[config.mk]
export PLATFORM = sky130hd
export DESIGN_NAME = vend_txn_controller_flat
export DESIGN_NICKNAME = d
export VERILOG_FILES = /design/src/rtl/vend_pkg.sv /design/src/rtl/vend_if.sv /design/src/rtl/vend_price_lut.sv /design/src/rtl/vend_txn_controller.sv /design/src/flat_wrapper.sv
export SDC_FILE = /design/constraint.sdc
export NUM_CORES = 1
export LEC_CHECK = 0
export ABC_AREA = 1
export ABC_CLOCK_PERIOD_IN_PS = 4600
export CAP_MARGIN = 20
export CORE_ASPECT_RATIO = 1.25
export CORE_UTILIZATION = 55
export CTS_BUF_LIST = sky130_fd_sc_hd__clkbuf_2 sky130_fd_sc_hd__clkbuf_4 sky130_fd_sc_hd__clkbuf_8
export DETAILED_ROUTE_END_ITERATION = 6
export PLACE_DENSITY = 0.85
export SYNTH_ARGS = -nofsm -noshare
export SYNTH_HDL_FRONTEND = slang
export SYNTH_SLANG_ARGS = --single-unit
[constraint.sdc]
create_clock -name clk -period 4.6 [get_ports clk]
set_clock_uncertainty 0.15 [all_clocks]
set_input_delay 0.46 -clock clk [delete_from_list [all_inputs] [get_ports clk]]
set_output_delay 0.46 -clock clk [all_outputs]
set_load 0.02 [all_outputs]
[src/rtl/vend_pkg.sv]
// Shared types, coin/price encodings and helpers for the vending transaction controller.
package vend_pkg;

   typedef enum logic [1:0] {
      ST_IDLE     = 2'd0,
      ST_COLLECT  = 2'd1,
      ST_DISPENSE = 2'd2,
      ST_CHANGE   = 2'd3
   } vend_state_e;

   localparam logic [1:0] COIN_1   = 2'b00;
   localparam logic [1:0] COIN_2   = 2'b01;
   localparam logic [1:0] COIN_5   = 2'b10;
   localparam logic [1:0] COIN_INV = 2'b11;

   localparam logic [3:0] PRICE_ITEM0 = 4'd5;
   localparam logic [3:0] PRICE_ITEM1 = 4'd7;
   localparam logic [3:0] PRICE_ITEM2 = 4'd10;
   localparam logic [3:0] PRICE_ITEM3 = 4'd12;

   localparam logic [3:0] CREDIT_MAX = 4'd15;

   function automatic logic [3:0] coin_units(input logic [1:0] code);
      logic [3:0] units;
      case (code)
         COIN_1:  units = 4'd1;
         COIN_2:  units = 4'd2;
         COIN_5:  units = 4'd5;
         default: units = 4'd0;
      endcase
      return units;
   endfunction

   // Greedy refund: largest coin that still fits in the remaining credit.
   function automatic logic [1:0] change_coin_for(input logic [3:0] credit);
      logic [1:0] code;
      if (credit >= 4'd5) begin
         code = COIN_5;
      end else if (credit >= 4'd2) begin
         code = COIN_2;
      end else begin
         code = COIN_1;
      end
      return code;
   endfunction

endpackage

[src/rtl/vend_if.sv]
// Coin, selection, dispense and change-hopper signals of the vending controller.
interface vend_if;
   import vend_pkg::*;

   logic       coin_valid;
   logic [1:0] coin_value;
   logic       coin_accept;
   logic       coin_reject;
   logic       sel_valid;
   logic [1:0] item_code;
   logic       cancel;
   logic       sel_short;
   logic       dispense_req;
   logic [1:0] dispense_item;
   logic       dispense_ack;
   logic       change_valid;
   logic [1:0] change_coin;
   logic       change_ready;
   logic [3:0] credit;
   logic       busy;

   modport slave (
      input  coin_valid, coin_value, sel_valid, item_code, cancel,
             dispense_ack, change_ready,
      output coin_accept, coin_reject, sel_short, dispense_req, dispense_item,
             change_valid, change_coin, credit, busy
   );

   modport master (
      output coin_valid, coin_value, sel_valid, item_code, cancel,
             dispense_ack, change_ready,
      input  coin_accept, coin_reject, sel_short, dispense_req, dispense_item,
             change_valid, change_coin, credit, busy
   );

endinterface

[src/rtl/vend_price_lut.sv]
// Item code to price mapping; the single source of item prices.
module vend_price_lut
   import vend_pkg::*;
(
   input  logic [1:0] item_code_i,
   output logic [3:0] price_o
);

   // Combinational price lookup.
   always_comb begin
      case (item_code_i)
         2'b00:   price_o = PRICE_ITEM0;
         2'b01:   price_o = PRICE_ITEM1;
         2'b10:   price_o = PRICE_ITEM2;
         2'b11:   price_o = PRICE_ITEM3;
         default: price_o = PRICE_ITEM3;
      endcase
   end

endmodule

[src/rtl/vend_txn_controller.sv]
// Vending transaction controller: coin credit, item selection, dispense handshake
// and greedy change payout; every output comes straight from a register.
module vend_txn_controller
   import vend_pkg::*;
#(
   parameter logic [15:0] TIMEOUT_CYCLES = 16'd1000
)
(
   input logic   clk,
   input logic   reset,
   vend_if.slave bus
);

   vend_state_e state_q, state_d;
   logic [3:0]  credit_q, credit_d;
   logic [15:0] tmo_q, tmo_d;
   logic [1:0]  item_q, item_d;
   logic        coin_acc_q, coin_acc_d;
   logic        coin_rej_q, coin_rej_d;
   logic        sel_short_q, sel_short_d;
   logic        disp_req_q, disp_req_d;
   logic        busy_q, busy_d;
   logic        chg_valid_q, chg_valid_d;
   logic [1:0]  chg_coin_q, chg_coin_d;
   logic [3:0]  price_s;
   logic [4:0]  coin_sum_s;
   logic        coin_open_s;

   vend_price_lut u_price_lut (
      .item_code_i (bus.item_code),
      .price_o     (price_s)
   );

   // Next-state, credit, timeout and registered-output computation.
   always_comb begin
      state_d     = state_q;
      credit_d    = credit_q;
      tmo_d       = 16'd0;
      item_d      = item_q;
      coin_acc_d  = 1'b0;
      coin_rej_d  = 1'b0;
      sel_short_d = 1'b0;
      coin_open_s = ((state_q == ST_IDLE) || (state_q == ST_COLLECT)) && !bus.cancel;

      case (state_q)
         ST_IDLE: begin
            state_d = ST_IDLE;
         end
         ST_COLLECT: begin
            if (bus.cancel) begin
               state_d = (credit_q != 4'd0) ? ST_CHANGE : ST_IDLE;
            end else if (bus.sel_valid) begin
               if (credit_q >= price_s) begin
                  credit_d = credit_q - price_s;
                  item_d   = bus.item_code;
                  state_d  = ST_DISPENSE;
               end else begin
                  sel_short_d = 1'b1;
               end
            end else begin
               state_d = ST_COLLECT;
            end
         end
         ST_DISPENSE: begin
            if (bus.dispense_ack) begin
               state_d = (credit_q != 4'd0) ? ST_CHANGE : ST_IDLE;
            end else begin
               state_d = ST_DISPENSE;
            end
         end
         ST_CHANGE: begin
            if (chg_valid_q && bus.change_ready) begin
               credit_d = credit_q - coin_units(chg_coin_q);
               state_d  = (credit_d == 4'd0) ? ST_IDLE : ST_CHANGE;
            end else begin
               state_d = ST_CHANGE;
            end
         end
         default: begin
            state_d = ST_IDLE;
         end
      endcase

      // A coin lands on the credit left after any same-cycle purchase.
      coin_sum_s = {1'b0, credit_d} + {1'b0, coin_units(bus.coin_value)};
      if (bus.coin_valid && coin_open_s && (bus.coin_value != COIN_INV) &&
          (coin_sum_s <= {1'b0, CREDIT_MAX})) begin
         coin_acc_d = 1'b1;
         credit_d   = coin_sum_s[3:0];
      end else begin
         coin_rej_d = bus.coin_valid;
      end

      if (state_q == ST_IDLE) begin
         state_d = coin_acc_d ? ST_COLLECT : ST_IDLE;
      end else if ((state_q == ST_COLLECT) && (state_d == ST_COLLECT)) begin
         if (coin_acc_d) begin
            tmo_d = 16'd0;
         end else if (!bus.sel_valid && (tmo_q >= (TIMEOUT_CYCLES - 16'd1))) begin
            state_d = ST_CHANGE;
         end else begin
            tmo_d = tmo_q + 16'd1;
         end
      end else begin
         tmo_d = 16'd0;
      end

      disp_req_d  = (state_d == ST_DISPENSE);
      chg_valid_d = (state_d == ST_CHANGE);
      busy_d      = disp_req_d || chg_valid_d;
      chg_coin_d  = chg_valid_d ? change_coin_for(credit_d) : COIN_1;
   end

   // State and output registers with synchronous reset.
   always_ff @(posedge clk) begin
      if (reset) begin
         state_q     <= ST_IDLE;
         credit_q    <= 4'd0;
         tmo_q       <= 16'd0;
         item_q      <= 2'd0;
         coin_acc_q  <= 1'b0;
         coin_rej_q  <= 1'b0;
         sel_short_q <= 1'b0;
         disp_req_q  <= 1'b0;
         busy_q      <= 1'b0;
         chg_valid_q <= 1'b0;
         chg_coin_q  <= 2'd0;
      end else begin
         state_q     <= state_d;
         credit_q    <= credit_d;
         tmo_q       <= tmo_d;
         item_q      <= item_d;
         coin_acc_q  <= coin_acc_d;
         coin_rej_q  <= coin_rej_d;
         sel_short_q <= sel_short_d;
         disp_req_q  <= disp_req_d;
         busy_q      <= busy_d;
         chg_valid_q <= chg_valid_d;
         chg_coin_q  <= chg_coin_d;
      end
   end

   assign bus.coin_accept   = coin_acc_q;
   assign bus.coin_reject   = coin_rej_q;
   assign bus.sel_short     = sel_short_q;
   assign bus.dispense_req  = disp_req_q;
   assign bus.dispense_item = item_q;
   assign bus.change_valid  = chg_valid_q;
   assign bus.change_coin   = chg_coin_q;
   assign bus.credit        = credit_q;
   assign bus.busy          = busy_q;

endmodule

[src/flat_wrapper.sv]
// flat-port wrapper written by rule: the top's interface ports become plain ports
module vend_txn_controller_flat import vend_pkg::*;
#(
   parameter logic [15:0] TIMEOUT_CYCLES = 16'd1000
)
  (clk, reset, bus_coin_valid, bus_coin_value, bus_sel_valid, bus_item_code, bus_cancel, bus_dispense_ack, bus_change_ready, bus_coin_accept, bus_coin_reject, bus_sel_short, bus_dispense_req, bus_dispense_item, bus_change_valid, bus_change_coin, bus_credit, bus_busy);
  vend_if bus_i ();
  input logic clk;
  input logic reset;
  input wire logic [$bits(bus_i.coin_valid)-1:0] bus_coin_valid;
  input wire logic [$bits(bus_i.coin_value)-1:0] bus_coin_value;
  input wire logic [$bits(bus_i.sel_valid)-1:0] bus_sel_valid;
  input wire logic [$bits(bus_i.item_code)-1:0] bus_item_code;
  input wire logic [$bits(bus_i.cancel)-1:0] bus_cancel;
  input wire logic [$bits(bus_i.dispense_ack)-1:0] bus_dispense_ack;
  input wire logic [$bits(bus_i.change_ready)-1:0] bus_change_ready;
  output wire logic [$bits(bus_i.coin_accept)-1:0] bus_coin_accept;
  output wire logic [$bits(bus_i.coin_reject)-1:0] bus_coin_reject;
  output wire logic [$bits(bus_i.sel_short)-1:0] bus_sel_short;
  output wire logic [$bits(bus_i.dispense_req)-1:0] bus_dispense_req;
  output wire logic [$bits(bus_i.dispense_item)-1:0] bus_dispense_item;
  output wire logic [$bits(bus_i.change_valid)-1:0] bus_change_valid;
  output wire logic [$bits(bus_i.change_coin)-1:0] bus_change_coin;
  output wire logic [$bits(bus_i.credit)-1:0] bus_credit;
  output wire logic [$bits(bus_i.busy)-1:0] bus_busy;
  assign bus_i.coin_valid = bus_coin_valid;
  assign bus_i.coin_value = bus_coin_value;
  assign bus_i.sel_valid = bus_sel_valid;
  assign bus_i.item_code = bus_item_code;
  assign bus_i.cancel = bus_cancel;
  assign bus_i.dispense_ack = bus_dispense_ack;
  assign bus_i.change_ready = bus_change_ready;
  assign bus_coin_accept = bus_i.coin_accept;
  assign bus_coin_reject = bus_i.coin_reject;
  assign bus_sel_short = bus_i.sel_short;
  assign bus_dispense_req = bus_i.dispense_req;
  assign bus_dispense_item = bus_i.dispense_item;
  assign bus_change_valid = bus_i.change_valid;
  assign bus_change_coin = bus_i.change_coin;
  assign bus_credit = bus_i.credit;
  assign bus_busy = bus_i.busy;
  vend_txn_controller #(.TIMEOUT_CYCLES(TIMEOUT_CYCLES)) u_core (.clk(clk), .reset(reset), .bus(bus_i));
endmodule
==> implementation parameters <==
Parameter                              Value

Status
  Status    finished, violations left
  Violations in the final reports    design-rule violations

Detailed routing
  Final routed wirelength across all metal layers    4.374 mm
  DR pass1 iterations    6
  DRC violation total after the first TritonRoute iteration    a little under 100
  Final antenna-violating net count    0
  Avg Vias per Cell    5.375
  Total number of vias    between 1500 and 2000
  Average wire length per cell after detail routing    approximately 13 µm
  Remaining design rule violation count    3

Flow run
  Max-cap violation count    0

GRT
  Total global routing overflow    0
  Antenna violations before repair    0
  Pin count of the biggest net entering global routing    17
  Global router's overall resource usage    0.2418
  Number of global-route vias before repair    1843
  Wire length of the first global-routing pass    7.603 mm

Clock tree
  Post-CTS Hold Buffers    0
  Root buf cell    sky130_fd_sc_hd__clkbuf_8
  Longest Clk Path Bufs    2
  Clock tree from TritonCTS    yes
  CTS Sinks    32
  Clock latency on the worst-skew pair    roughly 0.28 ns
  Total number of H-tree levels    2
  Clock slew at the register clock pins of the worst setup and hold paths    0.06 ns
  Setup Buffers After CTS    0
  TritonCTS Buffers    5
  # resized after CTS    0

Synth
  Synthesized netlist net count    311
  Distinct cell type count after synthesis    36
  Yosys Warn Count    0
  Mean post-synth cell area    7.476 µm²
  Part of the Yosys area used for sequential elements    0.3039
  Synth Cell Area    approximately 0.0021 mm²
  Seq cells post-synth    32
  Number of instances in the synthesized netlist    ~280

Timing
  Achievable Freq    0.2383 GHz
  Slew Limit Fails    0
  Summed negative setup slack over all endpoints    0 ns
  Worst slew pin tran    between 0.4 and 0.5 ns
  Unrepaired setup endpoints after global routing    false
  Number of failing hold endpoints at the final stage    0
  Worst relative slew slack    0.7204
  Worst hold slack    roughly 0.31 ns
  Post-route minimum period    roughly 4.2 ns
  Finish-stage setup viols    0
  Crit share post-route    0.9122

Die
  Initial Utilization    0.5900
  Num ports    25
  Number of placement rows    24
  Overall die height    a little over 70 µm
  Core box area    about 0.0036 mm²
  Area enclosed by the die boundary    0.004086 mm²
  Die boundary width    about 57 µm

Critical path
  Largest stage delay on the critical path    ~0.5 ns
  Library cell appearing most often on the critical path    sky130_fd_sc_hd__inv_1
  Cell type of the slowest stage on the worst timing path    sky130_fd_sc_hd__clkdlybuf4s50_1
  Category of the worst setup path capture point    flip-flop
  Worst Setup Start Kind    input pin
  Worst Path Required    approximately 4.7 ns
  Arrival time worst endpoint    between 4 and 5 ns
  Maximum fanout encountered on the critical timing path    12
  Category of the critical setup timing path    in2reg

Place
  Last weighted congestion value of the routability-driven placer    0.9201
  Placed wire-length estimate after detailed placement    3.557 mm
  Total of buffers placed on input and output ports    24

Final layout
  Diodes inserted    0
  Count of nets after finishing    approximately 340
  Most common library cell in the layout ignoring fill and taps    sky130_fd_sc_hd__nand2_1
  Ratio of cells with drive above 1 in the final layout    0.1226
  Final design utilization    0.6905
  Most frequent cells in the layout    sky130_fd_sc_hd__nand2_1 (50), sky130_fd_sc_hd__nor2_1 (37), sky130_fd_sc_hd__inv_1 (35)
  Signed area change from the synthesized netlist to the final layout    17.03%

Hold path
  Class of the worst hold path    reg2reg

Pwr
  Static leakage    0.001102 µW
  VDD IR-drop max    approximately 0.25 mV
  Power per cell area    roughly 270 mW/mm²
==> flip-flops by register name, summed over array words and instances (netlist names), 2 cells and up <==
register                  count
u_core.bus.dispense_item      2
u_core.bus.change_coin        2
u_core.tmo_q                 16
u_core.state_q                2
u_core.bus.credit             4
==> critical path, delay by kind of cell <==
kind	cells	cell delay, ns
buf+inv	7	0.96
fa+ha+maj	5	1.19
simple gates	15	1.63
==> metrics by stage <==
step                      area (µm²)  setup slack, ns  cells  power (µW)
after floorplan                 2108           0.9244    282       402.5
after detailed placement        2371           0.1077    342       446.8
after global routing            2467          0.04831    349       705.8
final                           2467           0.4040    349       668.6
after CTS                       2467           0.4081    349       674.1
after global placement          2371           0.2235    342       443.1
==> path summary, 6_finish.rpt <==
| check | start | endpoint | slack [ns] | depth (start not counted) |
|---|---|---|---|---|
| hold / removal | u_core.tmo_q[0]$_SDFF_PP0_ | u_core.tmo_q[0]$_SDFF_PP0_ | 0.31 | 1 |
| setup / recovery | bus_item_code[0] | u_core.bus.change_coin[0]$_SDFF_PP0_ | 0.40 | 27 |
| setup reg to reg | u_core.bus.credit[0]$_SDFF_PP0_ | u_core.tmo_q[11]$_SDFF_PP0_ | 1.10 | 20 |
| hold reg to reg | u_core.tmo_q[0]$_SDFF_PP0_ | u_core.tmo_q[0]$_SDFF_PP0_ | 0.31 | 1 |
==> layer usage <==
layer | GRT usage | up-vias | wire [µm] | part of all wire
met5 | 0 | - | 0 | 0
met4 | 0.1247 | 0 | 128 | 0.029
met3 | 0.05054 | 12 | 165 | 0.038
met2 | 0.4561 | 47 | 2370 | 0.54
met1 | 0.2440 | 853 | 1710 | 0.39
li1 | - | 964 | - | -
==> cells by family (layout without fill, tap and decap cells) <==
family | Yosys count | after routing | share of synthesized area
AND/OR/NAND/NOR | 147 | 147 | 0.3525
buffers and inverters | 43 | 71 | 0.08487
flip-flops | 32 | 32 | 0.3039
AO/OA/AOI/OAI | 27 | 27 | 0.07894
adder cells (fa/ha/maj) | 18 | 18 | 0.1175
XOR/XNOR | 15 | 15 | 0.06231
==> power breakdown <==
part	internal [µW]	total, µW	switching, µW	leakage [µW]
Sequential	284	293	8.39	0.000259
Combinational	58.2	150	91.9	0.000793
Clock	133	226	92.9	0.0000503
Total	475	669	193	0.00110
==> cells in the mapped netlist <==
cell,count,share of area
sky130_fd_sc_hd__a2111oi_4,1,0.013
sky130_fd_sc_hd__a21oi_1,14,0.033
sky130_fd_sc_hd__a31oi_1,2,0.0059
sky130_fd_sc_hd__and2_1,1,0.0030
sky130_fd_sc_hd__buf_6,2,0.011
sky130_fd_sc_hd__clkbuf_1,1,0.0018
sky130_fd_sc_hd__clkinv_1,1,0.0018
sky130_fd_sc_hd__dfxtp_1,32,0.30
sky130_fd_sc_hd__fa_1,3,0.028
sky130_fd_sc_hd__ha_1,15,0.089
sky130_fd_sc_hd__inv_1,35,0.062
sky130_fd_sc_hd__inv_2,3,0.0053
sky130_fd_sc_hd__inv_4,1,0.0030
sky130_fd_sc_hd__nand2_1,50,0.089
sky130_fd_sc_hd__nand2_2,4,0.012
sky130_fd_sc_hd__nand2_4,2,0.011
sky130_fd_sc_hd__nand3_1,22,0.052
sky130_fd_sc_hd__nand3_4,1,0.0083
sky130_fd_sc_hd__nand3b_1,2,0.0071
sky130_fd_sc_hd__nand4_1,5,0.015
sky130_fd_sc_hd__nand4_4,2,0.020
sky130_fd_sc_hd__nor2_1,37,0.066
sky130_fd_sc_hd__nor2_2,11,0.033
sky130_fd_sc_hd__nor2_4,2,0.011
sky130_fd_sc_hd__nor3_1,2,0.0047
sky130_fd_sc_hd__nor3b_1,1,0.0036
sky130_fd_sc_hd__nor3b_2,1,0.0059
sky130_fd_sc_hd__nor4_1,1,0.0030
sky130_fd_sc_hd__o21ai_0,6,0.014
sky130_fd_sc_hd__o21ai_1,1,0.0024
sky130_fd_sc_hd__o21bai_1,1,0.0036
sky130_fd_sc_hd__o22ai_1,1,0.0030
sky130_fd_sc_hd__o31ai_1,1,0.0036
sky130_fd_sc_hd__or2_2,3,0.0089
sky130_fd_sc_hd__xnor2_1,4,0.017
sky130_fd_sc_hd__xor2_1,11,0.046
==> cell type report <==
cell class	instances	area [µm²]
clock buffers	7	96.34
repair buffers	24	240.2
inverters	40	152.6
fillers	320	1106
well taps	39	48.80
flip-flops and latches	32	640.6
multi-input cells	207	1289
(Power assumes the default switching activity.)
